**src/rtl/dice_roll_engine.sv**
```systemverilog
// dice_roll_engine: gates a TRNG, rejection-samples one sample per request and
// returns roll = sample % faces(die) over a valid/ready handshake.
// Latency: i_req -> o_stop low 2 cycles later; accepted i_valid -> o_roll_valid 2 cycles later.
// Backpressure: result held in S_HOLD until i_roll_ready; requests ignored while busy.
//
// Ports: i_clk, i_reset_n (synchronous, active-low), i_req/i_dieSelect (request),
//        i_randomData/i_valid/o_stop (TRNG sampling interface), o_busy,
//        o_dieRoll/o_roll_valid/i_roll_ready (result handshake), o_sel_err, o_rej_cnt.
// Build option: define DICE_ONE_BASED_EN for rolls in 1..N instead of 0..N-1.
module dice_roll_engine #(
  parameter int RND_W       = 7,
  parameter int ROLL_W      = 5,
  parameter int TIMEOUT_CYC = 255,
  parameter int REJ_CNT_W   = 8
) (
  input  logic                 i_clk,
  input  logic                 i_reset_n,
  input  logic                 i_req,
  input  logic [3:0]           i_dieSelect,
  input  logic [RND_W-1:0]     i_randomData,
  input  logic                 i_valid,
  output logic                 o_stop,
  output logic                 o_busy,
  output logic [ROLL_W-1:0]    o_dieRoll,
  output logic                 o_roll_valid,
  input  logic                 i_roll_ready,
  output logic                 o_sel_err,
  output logic [REJ_CNT_W-1:0] o_rej_cnt
);

  localparam logic [2:0] S_IDLE = 3'd0;
  localparam logic [2:0] S_ARM  = 3'd1;
  localparam logic [2:0] S_WAIT = 3'd2;
  localparam logic [2:0] S_CALC = 3'd3;
  localparam logic [2:0] S_HOLD = 3'd4;

  localparam int TO_W = $clog2(TIMEOUT_CYC + 1);
  localparam logic [TO_W-1:0] TO_LAST = TO_W'(TIMEOUT_CYC - 1);
  localparam int LW   = RND_W + 1;
  localparam int SPAN = 2 ** RND_W;

`ifdef DICE_ONE_BASED_EN
  localparam logic [ROLL_W-1:0] ROLL_OFS = ROLL_W'(1);
`else
  localparam logic [ROLL_W-1:0] ROLL_OFS = ROLL_W'(0);
`endif

  // Largest multiple of the face count that fits in the sample range; samples at
  // or above it are discarded so every face is equally likely.
  function automatic logic [LW-1:0] limit_f(input logic [2:0] s);
    case (s)
      3'd0:    return LW'((SPAN / 4) * 4);
      3'd1:    return LW'((SPAN / 6) * 6);
      3'd2:    return LW'((SPAN / 8) * 8);
      3'd3:    return LW'((SPAN / 10) * 10);
      3'd4:    return LW'((SPAN / 12) * 12);
      default: return LW'((SPAN / 20) * 20);
    endcase
  endfunction

  // Constant divisors per branch keep each modulo a fixed-function block.
  function automatic logic [RND_W-1:0] mod_f(input logic [RND_W-1:0] r, input logic [2:0] s);
    case (s)
      3'd0:    return r % RND_W'(4);
      3'd1:    return r % RND_W'(6);
      3'd2:    return r % RND_W'(8);
      3'd3:    return r % RND_W'(10);
      3'd4:    return r % RND_W'(12);
      default: return r % RND_W'(20);
    endcase
  endfunction

  logic [2:0]           state_q, state_d;
  logic [2:0]           sel_q, sel_d;
  logic [RND_W-1:0]     r_q, r_d;
  logic [TO_W-1:0]      to_cnt_q, to_cnt_d;
  logic                 stop_q, stop_d;
  logic [ROLL_W-1:0]    roll_q, roll_d;
  logic                 roll_vld_q, roll_vld_d;
  logic                 sel_err_q, sel_err_d;
  logic [REJ_CNT_W-1:0] rej_q, rej_d;

  always_comb begin
    state_d    = state_q;
    sel_d      = sel_q;
    r_d        = r_q;
    to_cnt_d   = to_cnt_q;
    stop_d     = 1'b1;
    roll_d     = roll_q;
    roll_vld_d = roll_vld_q;
    sel_err_d  = 1'b0;
    rej_d      = rej_q;
    case (state_q)
      S_IDLE: begin
        if (i_req) begin
          if (i_dieSelect <= 4'd5) begin
            sel_d   = i_dieSelect[2:0];
            state_d = S_ARM;
          end else begin
            sel_err_d = 1'b1;
          end
        end
      end
      S_ARM: begin
        stop_d   = 1'b0;
        to_cnt_d = '0;
        state_d  = S_WAIT;
      end
      S_WAIT: begin
        // A sample arriving on the expiry cycle is still used.
        if (i_valid) begin
          r_d = i_randomData;
          if ({1'b0, i_randomData} < limit_f(sel_q)) begin
            state_d = S_CALC;
          end else begin
            if (rej_q != '1) rej_d = rej_q + REJ_CNT_W'(1);
            state_d = S_ARM;
          end
        end else if (to_cnt_q == TO_LAST) begin
          state_d = S_ARM;
        end else begin
          stop_d   = 1'b0;
          to_cnt_d = to_cnt_q + TO_W'(1);
        end
      end
      S_CALC: begin
        roll_d     = ROLL_W'(mod_f(r_q, sel_q)) + ROLL_OFS;
        roll_vld_d = 1'b1;
        state_d    = S_HOLD;
      end
      S_HOLD: begin
        if (i_roll_ready) begin
          roll_vld_d = 1'b0;
          state_d    = S_IDLE;
        end
      end
      default: begin
        roll_vld_d = 1'b0;
        state_d    = S_IDLE;
      end
    endcase
  end

  always_ff @(posedge i_clk) begin
    if (!i_reset_n) begin
      state_q    <= S_IDLE;
      sel_q      <= '0;
      r_q        <= '0;
      to_cnt_q   <= '0;
      stop_q     <= 1'b1;
      roll_q     <= '0;
      roll_vld_q <= 1'b0;
      sel_err_q  <= 1'b0;
      rej_q      <= '0;
    end else begin
      state_q    <= state_d;
      sel_q      <= sel_d;
      r_q        <= r_d;
      to_cnt_q   <= to_cnt_d;
      stop_q     <= stop_d;
      roll_q     <= roll_d;
      roll_vld_q <= roll_vld_d;
      sel_err_q  <= sel_err_d;
      rej_q      <= rej_d;
    end
  end

  assign o_stop       = stop_q;
  assign o_busy       = (state_q != S_IDLE);
  assign o_dieRoll    = roll_q;
  assign o_roll_valid = roll_vld_q;
  assign o_sel_err    = sel_err_q;
  assign o_rej_cnt    = rej_q;

endmodule

```
**config.mk**
```make
export PLATFORM = sky130hd
export DESIGN_NAME = dice_roll_engine
export DESIGN_NICKNAME = d
export VERILOG_FILES = /design/src/rtl/dice_roll_engine.sv
export SDC_FILE = /design/constraint.sdc
export NUM_CORES = 1
export LEC_CHECK = 0
export CAP_MARGIN = 20
export CORE_AREA = 2 2 71 73
export CTS_CLUSTER_SIZE = 10
export DETAILED_ROUTE_END_ITERATION = 8
export DIE_AREA = 0 0 73 75
export PLACE_DENSITY_LB_ADDON = 0.15
export SYNTH_ARGS = -nofsm -noshare
export SYNTH_HDL_FRONTEND = slang
export SYNTH_SLANG_ARGS = --single-unit
```
**constraint.sdc**
```tcl
create_clock -name i_clk -period 15.4 [get_ports i_clk]
set_clock_uncertainty 0.1 [all_clocks]
set_input_delay 3.85 -clock i_clk [delete_from_list [all_inputs] [get_ports i_clk]]
set_output_delay 3.85 -clock i_clk [all_outputs]
set_load 0.05 [all_outputs]
```
Yosys cells after proc, flatten, opt, wreduce, memory -nomap -nowiden
Index checks and enable logic that the tools add are counted.
{"block": "classes", "add_sub_neg": 2, "div": 4, "n_lt_le_gt_ge": 2, "eq_ne": 16, "n_mux": 20, "n_bitwise": 2, "reduce_logical": 13}
{"cell": "2-to-1 mux 8 bit", "count": 4}
{"cell": "case mux 8 bit (2 select lines)", "count": 2}
{"cell": "case mux 5 bit (5 select lines)", "count": 1}
{"cell": "adder 8 x 1 -> 8 bit (second input constant)", "count": 2}
{"cell": "2-to-1 mux 3 bit", "count": 5}
{"cell": "case mux 3 bit (5 select lines)", "count": 1}
{"cell": "modulo 7 x 4 -> 7 bit (second input constant)", "count": 2}
{"cell": "equality test 3 x 2 -> 1 bit (second input constant)", "count": 4}
{"cell": "inequality test 2 bit (second input constant)", "count": 5}
{"cell": "AND reduction 3 bit", "count": 3}
{"cell": "equality test 8 bit (second input constant)", "count": 1}
{"cell": "less-than comparator 7 x 8 -> 1 bit", "count": 1}
{"cell": "inequality test 8 bit (second input constant)", "count": 1}
{"cell": "AND reduction 4 bit", "count": 2}
{"cell": "modulo 7 x 3 -> 7 bit (second input constant)", "count": 1}
{"cell": "modulo 7 x 5 -> 7 bit (second input constant)", "count": 1}
{"cell": "equality test 3 x 1 -> 1 bit (second input constant)", "count": 2}
{"cell": "equality test 3 bit (second input constant)", "count": 2}
{"cell": "zero test 3 bit", "count": 2}
{"cell": "less-or-equal comparator 4 x 3 -> 1 bit (second input constant)", "count": 1}
{"cell": "2-to-1 mux 1 bit", "count": 4}
{"cell": "AND reduction 2 bit", "count": 2}
{"cell": "inequality test 3 bit (second input constant)", "count": 1}
{"cell": "case mux 1 bit (3 select lines)", "count": 1}
{"cell": "other kinds (7)", "count": 8}
{"block": "word_totals", "regBits": 37, "in_bits": 16, "out_inout_bits": 17, "elab_cells": 68}

Depth between registers and ports, before layout
{"block": "logic_depth", "word_depth": 9, "mapped_depth": 34, "ltp_nobuf": 33}

Worst setup path after synthesis
OpenSTA, ideal clock, no wires.
{"block": "synth_path", "path_type": "flip-flop to flip-flop", "startpoint": "register sel_q[2]", "endpoint": "register roll_q[2] (netlist: o_dieRoll[2])", "arrival_ps": 6908, "required_time_ps": 15170, "setup_slack_ps": 8262, "path_stages_with_launch": 32, "path_cell_list": "dfxtp_1 > nand2b_1 > inv_2 > and2_1 > ha_1 > or4b_1 > a21oi_1 > nor2_1 > ha_1 > o211ai_1 > a2bb2oi_2 > nor3_1 > or2_2 > ha_1 > o211ai_1 > nand2_1 > mux2_2 > ha_1 > o21ai_0 > a21oi_1 > and2b_1 > mux2i_1 > ha_1 > o21a_1 > nor2_1 > o21ai_0 > a2111oi_0 > mux2_4 > or2_1 > buf_6 > a2111oi_4 > nor3_1"}
{"item": "start, declared", "line": "74", "text": "logic [2:0] sel_q, sel_d;"}
{"item": "start signal, assigned", "line": "157", "text": "sel_q <= sel_d;"}
{"item": "end signal, assigned", "line": "161", "text": "roll_q <= roll_d;"}
{"item": "end, declared", "line": "78", "text": "logic [ROLL_W-1:0] roll_q, roll_d;"}

==> reports/metrics.cfg <==
[status]
outcome=finished clean

[timing]
hold_viol=0
setup_violations=0
timing.final.crit_share_pct=52.0
fmax_ghz=0.125
maxSlewHeadroom_pct=46.4
slew_violations=0
fin_setup_tns_ns=0
period_needed_ns=8.00
setup_slack_ns=7.40
worst_pin_slew_ns=0.799
rsz0062_at_grt=false

[synthesis]
ys_async_sr_fraction_pct=0
syn-num-nets=354
yosys.area_share.xor_xnor_pct=3.05
yosysSeqAreaShare_pct=28.7
ys_warn_count=0
synth_top_family_by_area=simple AND/OR/NAND/NOR gates
synth_adder_area_share_pct=12.1
synth_edf_count=0
syn_area_um2=2580
yosys.area_share.simple_pct=26.8
ys_seq_elements=37
yosysUniqueCellTypes=54
avgSynthCellArea_um2=8.25
synth_compound_area_share_pct=20.2
synth-main-ff-cell=dfxtp_1
synthTopCellsByArea=dfxtp_1 29%, ha_1 12%, nand2_1 4.9%
synthMuxAreaShare_pct=5.38
synth_top_cell_area_share_pct=28.7
syn-instance-count=313
synth_area_leader_cell=dfxtp_1

[pwr]
total_leakage_power_nw=1.25
pwr-share-seq_pct=43.0
combPwrFrac_pct=13.8
p_clk_share_pct=43.2
sw_frac_of_total_pct=23.6
powerDensity_nw_per_um2=74.9
peakVddDrop_mv=0.0549
intPower_w=0.000175
p_sw_w=0.0000540

[setup_path]
cp_max_fo=8
critPathKind=flip-flop to flip-flop
crit_required_ns=15.48
crit_slowest_cell=or4b_1
startpoint_type=flip-flop
cp.arrival_ns=8.08
cp-end-kind=flip-flop
cpPeakStageDelay_ns=0.52
cpMostUsedCell=ha_1

[cts]
ctsResizeCount=0
cts.sinks=37
cts_root_buffer=clkbuf_8
clk_latency_ns=0.29
htreeDepth=2
clock_path_buffers=2
numCtsBuffers=5
cts_tree=done
post_cts_buffers=0
path_clk_slew_ns=0.08
hold_buffers=0

[die]
coreArea_um2=4660
die_area_um2=5480
die_w_um=73
start_util_pct=55.4
ioPinCount=33
rows=25
dieHeight_um=75

[global_route]
antenna_found_initial=0
grt_first_pass_wirelength_um=9530
grt_pass1_vias=2180
overflow=0
grt_max_degree=36
grt_usage_pct=22.1

[job]
maxCapViolCount=0

[finish]
antennaDiodeCount=0
syn_to_final_growth_pct=18.5
fin_nets=382
fillers=422
layout-drive-gt1-share_pct=6.73

[drt]
ant_nets=0
first_pass_iters=4
wire_per_inst_um=14.1
drt_iter0_markers=67
drt-total-wl_um=5580
vias=2317
drc=0
vias_per_cell=5.85

[place]
gp_routability_congestion=0.965
dpl.hpwl_um=4350
dp_slack_ns=7.42
io_buffers=32

[min_path]
hp-class=flip-flop to flip-flop

## critical path, delay by kind of cell, from the launching register on
kind / cells / cell delay, ns
flip-flops: 1 / 0.48
AND/OR/NAND/NOR: 11 / 2.63
adder cells (fa/ha/maj): 5 / 1.53
buffers and inverters: 2 / 0.23
AO/OA/AOI/OAI: 10 / 2.11
multiplexers: 3 / 0.82
## power groups by stage
| stage | clock network, W | logic, W | registers (W) |
|---|---|---|---|
| detailed placement | 0 | 0.0000316 | 0.000101 |
| floorplan | 0 | 0.0000205 | 0.000101 |
| global placement | 0 | 0.0000313 | 0.000101 |
| finish | 0.0000989 | 0.0000317 | 0.0000985 |
| CTS | 0.000101 | 0.0000318 | 0.0000985 |
| global route | 0.000106 | 0.0000353 | 0.0000987 |
## cell families (layout without fill, tap and decap cells)
kind of cell / after synthesis / after routing
buf+inv: 24 / 53
flops: 37 / 37
simple gates: 133 / 133
fa+ha+maj: 25 / 25
xor+xnor: 9 / 9
mux: 13 / 13
compound gates: 72 / 72
## sequential cells by signal, summed over array words and instances (netlist names)
name / flops
o_stop: 1
o_sel_err: 1
to_cnt_q: 8
o_dieRoll: 5
state_q: 3
o_rej_cnt: 8
sel_q: 3
o_roll_valid: 1
r_q: 7
## synthesized netlist by cell type (2+ instances only)
cell,number
or3_1,2
clkbuf_1,11
ha_1,25
nor3_1,13
a21oi_1,17
o211ai_1,3
and3_1,9
mux2i_1,9
nor4_1,2
a21o_1,5
nand2b_1,4
dfxtp_1,37
nor2_1,22
or2_2,3
mux2_2,3
o21ai_0,17
nand3_1,14
and2_1,8
inv_1,11
xnor2_1,4
o21a_1,7
nand2_1,34
xor2_1,5
a2111oi_0,2
nor2b_1,3
nand3b_1,2
a21boi_0,5
nor3b_2,2
nand4_1,6
or4b_1,2
nor3b_1,2
a311oi_1,2
## stage by stage
step                utilization, %  area (µm²)  hold WS (ns)  total power, W  std cells
global route                  65.6        3060         0.407        0.000240        396
finish                        65.6        3060         0.377        0.000229        396
global placement              62.8        2930         0.359        0.000132        388
floorplan                        -        2580         0.349        0.000122        313
CTS                           65.6        3060         0.385        0.000232        396
detailed placement            62.8        2930         0.373        0.000132        388
## layer usage
| layer | track usage [%] | vias up | share of wire [%] |
|---|---|---|---|
| met2 | 39.0 | 43 | 51 |
| met5 | 0 | - | 0 |
| met3 | 4.28 | 7 | 2.9 |
| met1 | 26.3 | 1071 | 45 |
| met4 | 9.26 | 0 | 1.3 |
| li1 | - | 1196 | - |
## cells in the final DEF, fill, tap and decap left out, drive strengths merged, types with 2 or more instances in the layout
master | Yosys | layout
ha | 25 | 25
or2 | 4 | 4
a2111oi | 3 | 3
bufinv | 0 | 2
nor3b | 4 | 4
and2 | 8 | 8
mux2i | 9 | 9
o211ai | 4 | 4
a21oi | 17 | 17
o21ai | 17 | 17
nor4 | 2 | 2
o21a | 7 | 7
a311oi | 2 | 2
nand3b | 2 | 2
inv | 12 | 12
nand3 | 14 | 14
xnor2 | 4 | 4
xor2 | 5 | 5
or3 | 2 | 2
or4b | 2 | 2
dfxtp | 37 | 37
nor3 | 13 | 13
clkdlybuf4s50 | 0 | 32
nor2b | 3 | 3
mux2 | 4 | 4
a21o | 5 | 5
nand4 | 6 | 6
nand2b | 4 | 4
clkbuf | 11 | 5
a21boi | 5 | 5
and3 | 9 | 9
nand2 | 34 | 34
nor2 | 22 | 22
## path summary, 6_finish.rpt
| kind | endpoint | slack (ns) | cells past startpoint | from |
|---|---|---|---|---|
| worst max-delay path | o_dieRoll[3]$_SDFFE_PN0P_ | 7.40 | 31 | sel_q[0]$_SDFFE_PN0P_ |
| worst min register to register | o_dieRoll[0]$_SDFFE_PN0P_ | 0.38 | 2 | o_dieRoll[0]$_SDFFE_PN0P_ |
| worst max register to register | o_dieRoll[3]$_SDFFE_PN0P_ | 7.40 | 31 | sel_q[0]$_SDFFE_PN0P_ |
| worst min-delay path | o_dieRoll[0]$_SDFFE_PN0P_ | 0.38 | 2 | o_dieRoll[0]$_SDFFE_PN0P_ |
## cell type report
| class | instances | area, µm² | area share (%) |
|---|---|---|---|
| well taps | 54 | 67.6 | 2.21 |
| clock buffers | 5 | 68.8 | 2.25 |
| inverters | 12 | 45.0 | 1.47 |
| flip-flops and latches | 37 | 741 | 24.2 |
| multi-input cells | 252 | 1740 | 57.0 |
| repair buffers | 33 | 328 | 10.7 |
| clock inverters | 3 | 65.1 | 2.13 |
No activity file was read; power rests on OpenSTA's default activity.
